$ cat config.mk
export PLATFORM = sky130hd
export DESIGN_NAME = conv_stream_engine
export DESIGN_NICKNAME = d
export VERILOG_FILES = /design/src/rtl/conv_stream_engine.sv
export SDC_FILE = /design/constraint.sdc
export NUM_CORES = 1
export LEC_CHECK = 0
export BUFFER_PORTS_ARGS = -buffer_cell sky130_fd_sc_hd__buf_4
export CORE_ASPECT_RATIO = 1.4
export CORE_MARGIN = 2
export CORE_UTILIZATION = 30
export CTS_BUF_LIST = sky130_fd_sc_hd__clkbuf_4
export CTS_CLUSTER_DIAMETER = 60
export DETAILED_ROUTE_END_ITERATION = 16
export MAX_ROUTING_LAYER = met4
export SKIP_LAST_GASP = 1
export SYNTH_ARGS = -nofsm -noshare
export SYNTH_HDL_FRONTEND = slang
export SYNTH_SLANG_ARGS = --single-unit
$ cat constraint.sdc
create_clock -name clk -period 8.35 [get_ports clk]
set_input_delay 1.2525 -clock clk [delete_from_list [all_inputs] [get_ports clk]]
set_output_delay 1.2525 -clock clk [all_outputs]
set_load 0.05 [all_outputs]
$ cat src/rtl/conv_stream_engine.sv
// Sequential single-MAC 2-D convolution engine with synchronous memory read ports
// and a valid/ready result write port; one output element per BIAS-MAC-DRAIN-WRITE pass.
module conv_stream_engine #(
  parameter int D_IN       = 1,
  parameter int H_IN       = 5,
  parameter int W_IN       = 5,
  parameter int N_FILTERS  = 64,
  parameter int H_FILT     = 3,
  parameter int W_FILT     = 3,
  parameter int STRIDE     = 1,
  parameter int PADDING    = 2,
  parameter int DILATION   = 2,
  parameter int DATA_WIDTH = 18,
  parameter int FRAC_WIDTH = 8,
  parameter int ACC_WIDTH  = 48,
  localparam int H_OUT = (H_IN + 2*PADDING - DILATION*(H_FILT-1) - 1)/STRIDE + 1,
  localparam int W_OUT = (W_IN + 2*PADDING - DILATION*(W_FILT-1) - 1)/STRIDE + 1,
  localparam int K     = D_IN*H_FILT*W_FILT,
  localparam int XAW   = (D_IN*H_IN*W_IN > 1) ? $clog2(D_IN*H_IN*W_IN) : 1,
  localparam int WAW   = (N_FILTERS*K > 1) ? $clog2(N_FILTERS*K) : 1,
  localparam int BAW   = (N_FILTERS > 1) ? $clog2(N_FILTERS) : 1,
  localparam int YAW   = (N_FILTERS*H_OUT*W_OUT > 1) ? $clog2(N_FILTERS*H_OUT*W_OUT) : 1
) (
  input  logic                  clk,
  input  logic                  rst,
  input  logic                  start,
  input  logic                  relu_en,
  output logic                  busy,
  output logic                  done,
  output logic                  x_rd_en,
  output logic [XAW-1:0]        x_rd_addr,
  input  logic [DATA_WIDTH-1:0] x_rd_data,
  output logic                  w_rd_en,
  output logic [WAW-1:0]        w_rd_addr,
  input  logic [DATA_WIDTH-1:0] w_rd_data,
  output logic                  b_rd_en,
  output logic [BAW-1:0]        b_rd_addr,
  input  logic [DATA_WIDTH-1:0] b_rd_data,
  output logic                  y_valid,
  input  logic                  y_ready,
  output logic [YAW-1:0]        y_addr,
  output logic [DATA_WIDTH-1:0] y_data,
  output logic [2:0]            state_dbg
);

  // Handshake: a result transfers on every rising edge where y_valid and y_ready
  // are both high; once raised, y_valid/y_addr/y_data stay put until that edge.

  localparam int OYW = (H_OUT > 1) ? $clog2(H_OUT) : 1;
  localparam int OXW = (W_OUT > 1) ? $clog2(W_OUT) : 1;
  localparam int CW  = (D_IN > 1) ? $clog2(D_IN) : 1;
  localparam int KYW = (H_FILT > 1) ? $clog2(H_FILT) : 1;
  localparam int KXW = (W_FILT > 1) ? $clog2(W_FILT) : 1;

  localparam logic signed [ACC_WIDTH-1:0] RND = ACC_WIDTH'(1) << (FRAC_WIDTH-1);
  localparam logic signed [ACC_WIDTH-1:0] SAT_MAX =
    {{(ACC_WIDTH-DATA_WIDTH+1){1'b0}}, {(DATA_WIDTH-1){1'b1}}};
  localparam logic signed [ACC_WIDTH-1:0] SAT_MIN =
    {{(ACC_WIDTH-DATA_WIDTH+1){1'b1}}, {(DATA_WIDTH-1){1'b0}}};

  typedef enum logic [2:0] {
    S_IDLE  = 3'd0,
    S_BIAS  = 3'd1,
    S_MAC   = 3'd2,
    S_DRAIN = 3'd3,
    S_WRITE = 3'd4,
    S_DONE  = 3'd5
  } state_t;

  state_t state, next_state;

  logic [BAW-1:0] f_cnt;
  logic [OYW-1:0] oy_cnt;
  logic [OXW-1:0] ox_cnt;
  logic [CW-1:0]  c_cnt;
  logic [KYW-1:0] ky_cnt;
  logic [KXW-1:0] kx_cnt;

  logic                          relu_q;
  logic                          pend_valid;
  logic signed [ACC_WIDTH-1:0]   acc;
  logic signed [2*DATA_WIDTH-1:0] prod;
  logic signed [ACC_WIDTH-1:0]   prod_ext;
  logic signed [ACC_WIDTH-1:0]   bias_ext;
  logic signed [ACC_WIDTH-1:0]   rnd_sum;
  logic signed [ACC_WIDTH-1:0]   shifted;
  logic [DATA_WIDTH-1:0]         res;

  logic signed [31:0] iy, ix;
  logic tap_in_range, first_tap, last_tap, last_out;
  logic kx_last, ky_last, c_last, ox_last, oy_last, f_last;

  // Tap position in input coordinates; negative or too-large means padding.
  assign iy = $signed(32'(oy_cnt))*STRIDE - PADDING + $signed(32'(ky_cnt))*DILATION;
  assign ix = $signed(32'(ox_cnt))*STRIDE - PADDING + $signed(32'(kx_cnt))*DILATION;
  assign tap_in_range = (iy >= 0) && (iy < H_IN) && (ix >= 0) && (ix < W_IN);

  assign kx_last   = (kx_cnt == KXW'(W_FILT-1));
  assign ky_last   = (ky_cnt == KYW'(H_FILT-1));
  assign c_last    = (c_cnt == CW'(D_IN-1));
  assign ox_last   = (ox_cnt == OXW'(W_OUT-1));
  assign oy_last   = (oy_cnt == OYW'(H_OUT-1));
  assign f_last    = (f_cnt == BAW'(N_FILTERS-1));
  assign first_tap = (c_cnt == '0) && (ky_cnt == '0) && (kx_cnt == '0);
  assign last_tap  = c_last && ky_last && kx_last;
  assign last_out  = f_last && oy_last && ox_last;

  assign prod     = $signed(x_rd_data) * $signed(w_rd_data);
  assign prod_ext = {{(ACC_WIDTH-2*DATA_WIDTH){prod[2*DATA_WIDTH-1]}}, prod};
  assign bias_ext = {{(ACC_WIDTH-DATA_WIDTH){b_rd_data[DATA_WIDTH-1]}}, b_rd_data};

  always_ff @(posedge clk) begin
    if (rst) state <= S_IDLE;
    else     state <= next_state;
  end

  always_comb begin
    next_state = state;
    busy       = 1'b0;
    done       = 1'b0;
    b_rd_en    = 1'b0;
    x_rd_en    = 1'b0;
    w_rd_en    = 1'b0;
    y_valid    = 1'b0;
    case (state)
      S_IDLE: begin
        if (start) next_state = S_BIAS;
      end
      S_BIAS: begin
        busy       = 1'b1;
        b_rd_en    = 1'b1;
        next_state = S_MAC;
      end
      S_MAC: begin
        busy    = 1'b1;
        x_rd_en = tap_in_range;
        w_rd_en = tap_in_range;
        if (last_tap) next_state = S_DRAIN;
      end
      S_DRAIN: begin
        busy       = 1'b1;
        next_state = S_WRITE;
      end
      S_WRITE: begin
        busy    = 1'b1;
        y_valid = 1'b1;
        if (y_ready) next_state = last_out ? S_DONE : S_BIAS;
      end
      S_DONE: begin
        done       = 1'b1;
        next_state = S_IDLE;
      end
      default: next_state = S_IDLE;
    endcase
  end

  // Addresses read as zero whenever their port is idle.
  always_comb begin
    x_rd_addr = '0;
    w_rd_addr = '0;
    b_rd_addr = '0;
    y_addr    = '0;
    if (x_rd_en)
      x_rd_addr = XAW'(($signed(32'(c_cnt))*H_IN + iy)*W_IN + ix);
    if (w_rd_en)
      w_rd_addr = WAW'(((32'(f_cnt)*D_IN + 32'(c_cnt))*H_FILT + 32'(ky_cnt))*W_FILT
                       + 32'(kx_cnt));
    if (b_rd_en)
      b_rd_addr = f_cnt;
    if (y_valid)
      y_addr = YAW'((32'(f_cnt)*H_OUT + 32'(oy_cnt))*W_OUT + 32'(ox_cnt));
  end

  always_ff @(posedge clk) begin
    if (rst) begin
      f_cnt      <= '0;
      oy_cnt     <= '0;
      ox_cnt     <= '0;
      c_cnt      <= '0;
      ky_cnt     <= '0;
      kx_cnt     <= '0;
      acc        <= '0;
      pend_valid <= 1'b0;
      relu_q     <= 1'b0;
    end else begin
      pend_valid <= (state == S_MAC) && tap_in_range;

      if (state == S_IDLE && start) begin
        relu_q <= relu_en;
        f_cnt  <= '0;
        oy_cnt <= '0;
        ox_cnt <= '0;
      end

      // Product of the tap issued last cycle lands one cycle behind the issue.
      if (state == S_MAC) begin
        if (first_tap)       acc <= bias_ext <<< FRAC_WIDTH;
        else if (pend_valid) acc <= acc + prod_ext;

        if (kx_last) begin
          kx_cnt <= '0;
          if (ky_last) begin
            ky_cnt <= '0;
            if (c_last) c_cnt <= '0;
            else        c_cnt <= c_cnt + CW'(1);
          end else begin
            ky_cnt <= ky_cnt + KYW'(1);
          end
        end else begin
          kx_cnt <= kx_cnt + KXW'(1);
        end
      end

      if (state == S_DRAIN && pend_valid) acc <= acc + prod_ext;

      if (state == S_WRITE && y_ready) begin
        if (ox_last) begin
          ox_cnt <= '0;
          if (oy_last) begin
            oy_cnt <= '0;
            if (f_last) f_cnt <= '0;
            else        f_cnt <= f_cnt + BAW'(1);
          end else begin
            oy_cnt <= oy_cnt + OYW'(1);
          end
        end else begin
          ox_cnt <= ox_cnt + OXW'(1);
        end
      end
    end
  end

  // Round half up, saturate to the data range, then optional ReLU.
  always_comb begin
    rnd_sum = acc + RND;
    shifted = rnd_sum >>> FRAC_WIDTH;
    if (shifted > SAT_MAX)      res = SAT_MAX[DATA_WIDTH-1:0];
    else if (shifted < SAT_MIN) res = SAT_MIN[DATA_WIDTH-1:0];
    else                        res = shifted[DATA_WIDTH-1:0];
    if (relu_q && res[DATA_WIDTH-1]) res = '0;
  end

  assign y_data    = y_valid ? res : '0;
  assign state_dbg = state;

endmodule
Word level (Yosys, flattened, before mapping)
Cells that the tools add are included.
Widths: inputs -> output; s select.
{"block": "word_totals", "ff_bits": 70, "latchBits": 0, "ramBits": 0, "mem_bits_ro": 0, "input_bits": 59, "output_inout_bits": 59, "wordCells": 118, "n_memories": 0}
{"block": "op_classes", "add_sub_neg": 19, "mul": 7, "n_div": 0, "magnitude_cmp": 6, "eq_ne": 13, "shift": 0, "muxes": 37, "n_bitwise": 1, "n_reduce_logical": 25}
{"cell": "$mux 48", "n": 4}
{"cell": "$mux 18", "n": 4}
{"cell": "$add 48x36->48", "n": 1}
{"cell": "$add 48x9->48 const B", "n": 1}
{"cell": "$gt 40x18->1 const B", "n": 1}
{"cell": "$lt 40x18->1 const B", "n": 1}
{"cell": "$mul 18x18->36", "n": 1}
{"cell": "$mux 6", "n": 6}
{"cell": "$mux 3", "n": 11}
{"cell": "$pmux 3 s5", "n": 1}
{"cell": "$logic_and 1x1->1", "n": 14}
{"cell": "$eq 3x3->1 const B", "n": 4}
{"cell": "$add 11x3->11", "n": 1}
{"cell": "$mul 10x3->11 const B", "n": 1}
{"cell": "$mux 11", "n": 1}
{"cell": "$add 10x2->10", "n": 1}
{"cell": "$add 4x4->5", "n": 2}
{"cell": "$add 9x2->10", "n": 1}
{"cell": "$add 9x3->10", "n": 1}
{"cell": "$ge 5x1->1 const B", "n": 2}
{"cell": "$lt 5x4->1 const B", "n": 2}
{"cell": "$mul 10x2->10 const B", "n": 1}
{"cell": "$mux 10", "n": 1}
{"cell": "$mul 6x3->9 const B", "n": 1}
{"cell": "other kinds (27)", "n": 44}

Longest topological paths before layout
{"block": "logic_depth", "depth_word": 8, "depth_mapped": 27}

Worst setup path after synthesis
OpenSTA, ideal clock, no wires.
{"block": "synth_path", "path_type": "input -> register", "from": "input port x_rd_data[17]", "to": "register acc[40]", "arrival_ns": 8.119, "required_ns": 8.233, "setup_slack_ns": 0.114, "stages": 22, "path_buffers": 1, "path_cell_list": "clkbuf_1 -> nand2_1 -> inv_1 -> fa_1 -> fa_1 -> inv_1 -> fa_1 -> fa_1 -> inv_1 -> fa_1 -> fa_1 -> ha_1 -> ha_1 -> and3_1 -> nand2_1 -> a21o_1 -> a211oi_1 -> a21boi_1 -> o21ai_0 -> a2111oi_0 -> o21ai_0 -> a32o_1"}
{"block": "synth_between", "elab_chain_cells": 6}
{"item": "start, declared", "line_no": "32", "source": "input logic [DATA_WIDTH-1:0] x_rd_data,"}
{"item": "$mul 18x18->36 *", "line_no": "108", "source": "assign prod = $signed(x_rd_data) * $signed(w_rd_data);"}
{"item": "$add 48x36->48 *", "line_no": "198, 214"}
{"item": "$mux 48", "line_no": "198", "source": "else if (pend_valid) acc <= acc + prod_ext;"}
{"item": "$mux 48", "line_no": "197", "source": "if (first_tap) acc <= bias_ext <<< FRAC_WIDTH;"}
{"item": "$mux 48", "line_no": "196", "source": "if (state == S_MAC) begin"}
{"item": "$mux 48 *", "line_no": "214", "source": "if (state == S_DRAIN && pend_valid) acc <= acc + prod_ext;"}
{"item": "end signal, assigned", "line_no": "197"}
{"item": "end signal, assigned", "line_no": "198"}
{"item": "end signal, assigned", "line_no": "214"}
{"item": "end, declared", "line_no": "81", "source": "logic signed [ACC_WIDTH-1:0] acc;"}
Mark *: on every way between the ends. The rest lies on a longest branch, timed or not. The select of a mux whose other input is x is not followed.
A chain may end at the register's enable or synchronous reset.

Worst setup path in the final report
{"block": "layout_path", "from": "input port x_rd_data[17]", "to": "register acc[39]"}
The elaborated chain is that of the path after synthesis.

==> impl_metrics.ini <==
[clock_network]
clkLatencyLatePin_ps = 490
cts_tree = done
cts_hold_buf = 0
htree_levels = 3
cts.reportedPaths.clkPinSlew_ps = 130
ctsLongestPathBuffers = 2
root_buffer = clkbuf_4
cts_setup_buffers = 0
cts_inserted_buffers = 9
cts_resized = 0
cts.sinks = 69

[sta]
fin_tns_setup_ps = 0
setup_viol = 0
maxSlewViolCount = 0
relSlewSlack = 0.402
rsz0062_at_grt = no
tightest_slew_ps = 896
hold_viol = 0
finClkSkew_ps = 24.5
fin_ws_ps = 714
min_period_ps = 7640
max_clock_freq_mhz = 131
min_period_over_period = 0.914

[synth]
synthCells = 2408
ys_warn_count = 0
synth_edf_count = 0
syn_area_per_cell_sq_um = 8.93
ys_seq_area_frac = 0.0643
async_flop_share = 0
ys.flop_type = dfxtp_1
synth_cell_types = 71
ys_ff_latch = 69
synthesis.nets = 3121
syn_area_sq_mm = 0.0215

[worst_hold_path]
hold_class = reg2reg
min_from = acc[3]$_SDFFE_PP0P_

[layout]
nFillCells = 7492
layout_common_cells = 490 x inv_1, 426 x fa_1, 228 x ha_1, 200 x nand2_1, 200 x and2_1
fin_util = 0.335
post_layout_nonfiller_instances = 3467
areaGrowthSynthToFinish_pct = 11.2
layout-drive-gt1-share = 0.0897
finalNetCount = 3228
final_common_cell = inv_1

[placed_design]
dp_worst_setup_slack_ps = 184
dp_hpwl_mm = 51.7
port_buffers = 117
place.gp.congestion = 0.861
dp.cells = 3448

[floorplan]
core_region_area_sq_mm = 0.0713
io_pins = 118
fp.dieArea_sq_mm = 0.0738
die-width_microns = 230
start_util = 0.302
fp.dieH_microns = 321
rows = 116

[grt]
grt_max_degree = 66
grt_usage = 0.175
grt_pass1_vias = 17800
grt_pass1_wl_mm = 98.6
gr-total-overflow = 0
grt_antenna_before_repair = 3

[detailed_routing]
wl_per_cell_microns = 17.2
totalWireLength_mm = 59.5
ant_nets = 0
drc_errors = 0
vias_per_cell = 4.71
first_iter_violations = 751
drt_pass1_iterations = 5
vias = 16300

[setup_path]
cp_slowest_cell = fa_1
required_ps = 8760
arrival_ps = 8050
cpMostUsedCell = fa_1
startpoint = x_rd_data[17]
timing.rr.start = acc[16]$_SDFFE_PP0P_
worstPathCellList = buf_4 > and2_1 > fa_1 > inv_1 > fa_1 > inv_1 > fa_1 > fa_1 > fa_1 > fa_1 > ha_1 > ha_1 > and3_1 > nand3_1 > a211oi_1 > a21bo_2 > nand3_1 > buf_4 > a21boi_1 > o21ai_0 > xor2_1 > a21oi_1 > a211oi_1
cp_num_buf_inv = 4
path_delay_family = adder cells
cp_max_fo = 18
cp-end-kind = flop
slowest_delay_ps = 670
criticalPathCategory = in2reg
start_kind = primary input

[flow_run]
cap_violations = 0

[run_status]
status = completed
==> registers in the layout (all words and copies together), names as in the netlist <==
register,count
acc,48
f_cnt,6
kx_cnt,2
ky_cnt,2
ox_cnt,3
oy_cnt,3
pend_valid,1
relu_q,1
state_dbg,3
==> metal layers <==
layer	vias to the layer above	routed length (microns)	GRT usage	share of wire
met4	0	1790	0.0530	0.030
met1	8198	25300	0.215	0.43
met2	305	30800	0.305	0.52
li1	7758	-	-	-
met5	-	0	-	0
met3	70	1670	0.0136	0.028
==> cell families (layout without fill, tap and decap cells) <==
family	Yosys count	in the layout	synth area share
compound gates	334	334	0.0986
xor+xnor	104	104	0.0430
mux	3	3	0.00140
simple gates	670	670	0.162
buf+inv	574	686	0.102
fa+ha+maj	654	654	0.529
flops	69	69	0.0643
other cells	0	3	0
==> stage by stage <==
stage | cell area (sq um) | hold slack (ps)
2_1_floorplan | 21500 | 432
3_3_place_gp | 23700 | 446
3_5_place_dp | 23700 | 455
4_1_cts | 23900 | 472
5_1_grt | 23900 | 496
6_report | 23900 | 467
==> tightest hold or removal path, cell delays in order (launching register included) <==
cell	delay, ps
dfxtp_1	330
nand2_1	50
a21oi_1	50
==> final timing paths <==
path	to	slack, ps	cells after the start
min reg2reg	acc[3]$_SDFFE_PP0P_	470	2
min	acc[3]$_SDFFE_PP0P_	470	2
max reg2reg	acc[41]$_SDFFE_PP0P_	2490	20
max	acc[39]$_SDFFE_PP0P_	710	23
==> layout make-up <==
class                   count  area, sq um  area share
flip-flops and latches     69         1380      0.0578
diodes                      3         7.51    0.000314
well taps                 944         1180      0.0494
multi-input cells        1765        18000       0.751
repair buffers            179         1380      0.0578
clock inverters             7         90.1     0.00377
clock buffers               9         67.6     0.00283
inverters                 491         1840      0.0771
==> cell usage after synthesis, types with 6 or more instances <==
cell type	n	area, sq um
nor2_1	111	417
nand2b_1	9	56.3
and3_1	15	93.8
a21o_1	30	225
a21oi_1	111	556
o21ai_0	63	315
o21a_1	11	82.6
a211oi_1	32	240
nand2_1	200	751
ha_1	228	2850
o211ai_1	7	52.6
xor2_1	20	175
nor3_1	27	135
a31oi_1	8	50.1
a221oi_1	6	52.6
nor2b_1	11	68.8
and2_1	200	1250
nand4_1	20	125
inv_1	490	1840
dfxtp_1	69	1380
xnor2_1	83	727
o21bai_1	13	97.6
nand3_1	37	185
o21ai_2	9	78.8
clkbuf_1	74	278
fa_1	426	8530
or3_1	6	37.5
Power is not shown: default switching activity piles up to over one toggle a cycle in this logic, so the estimate is an artifact.
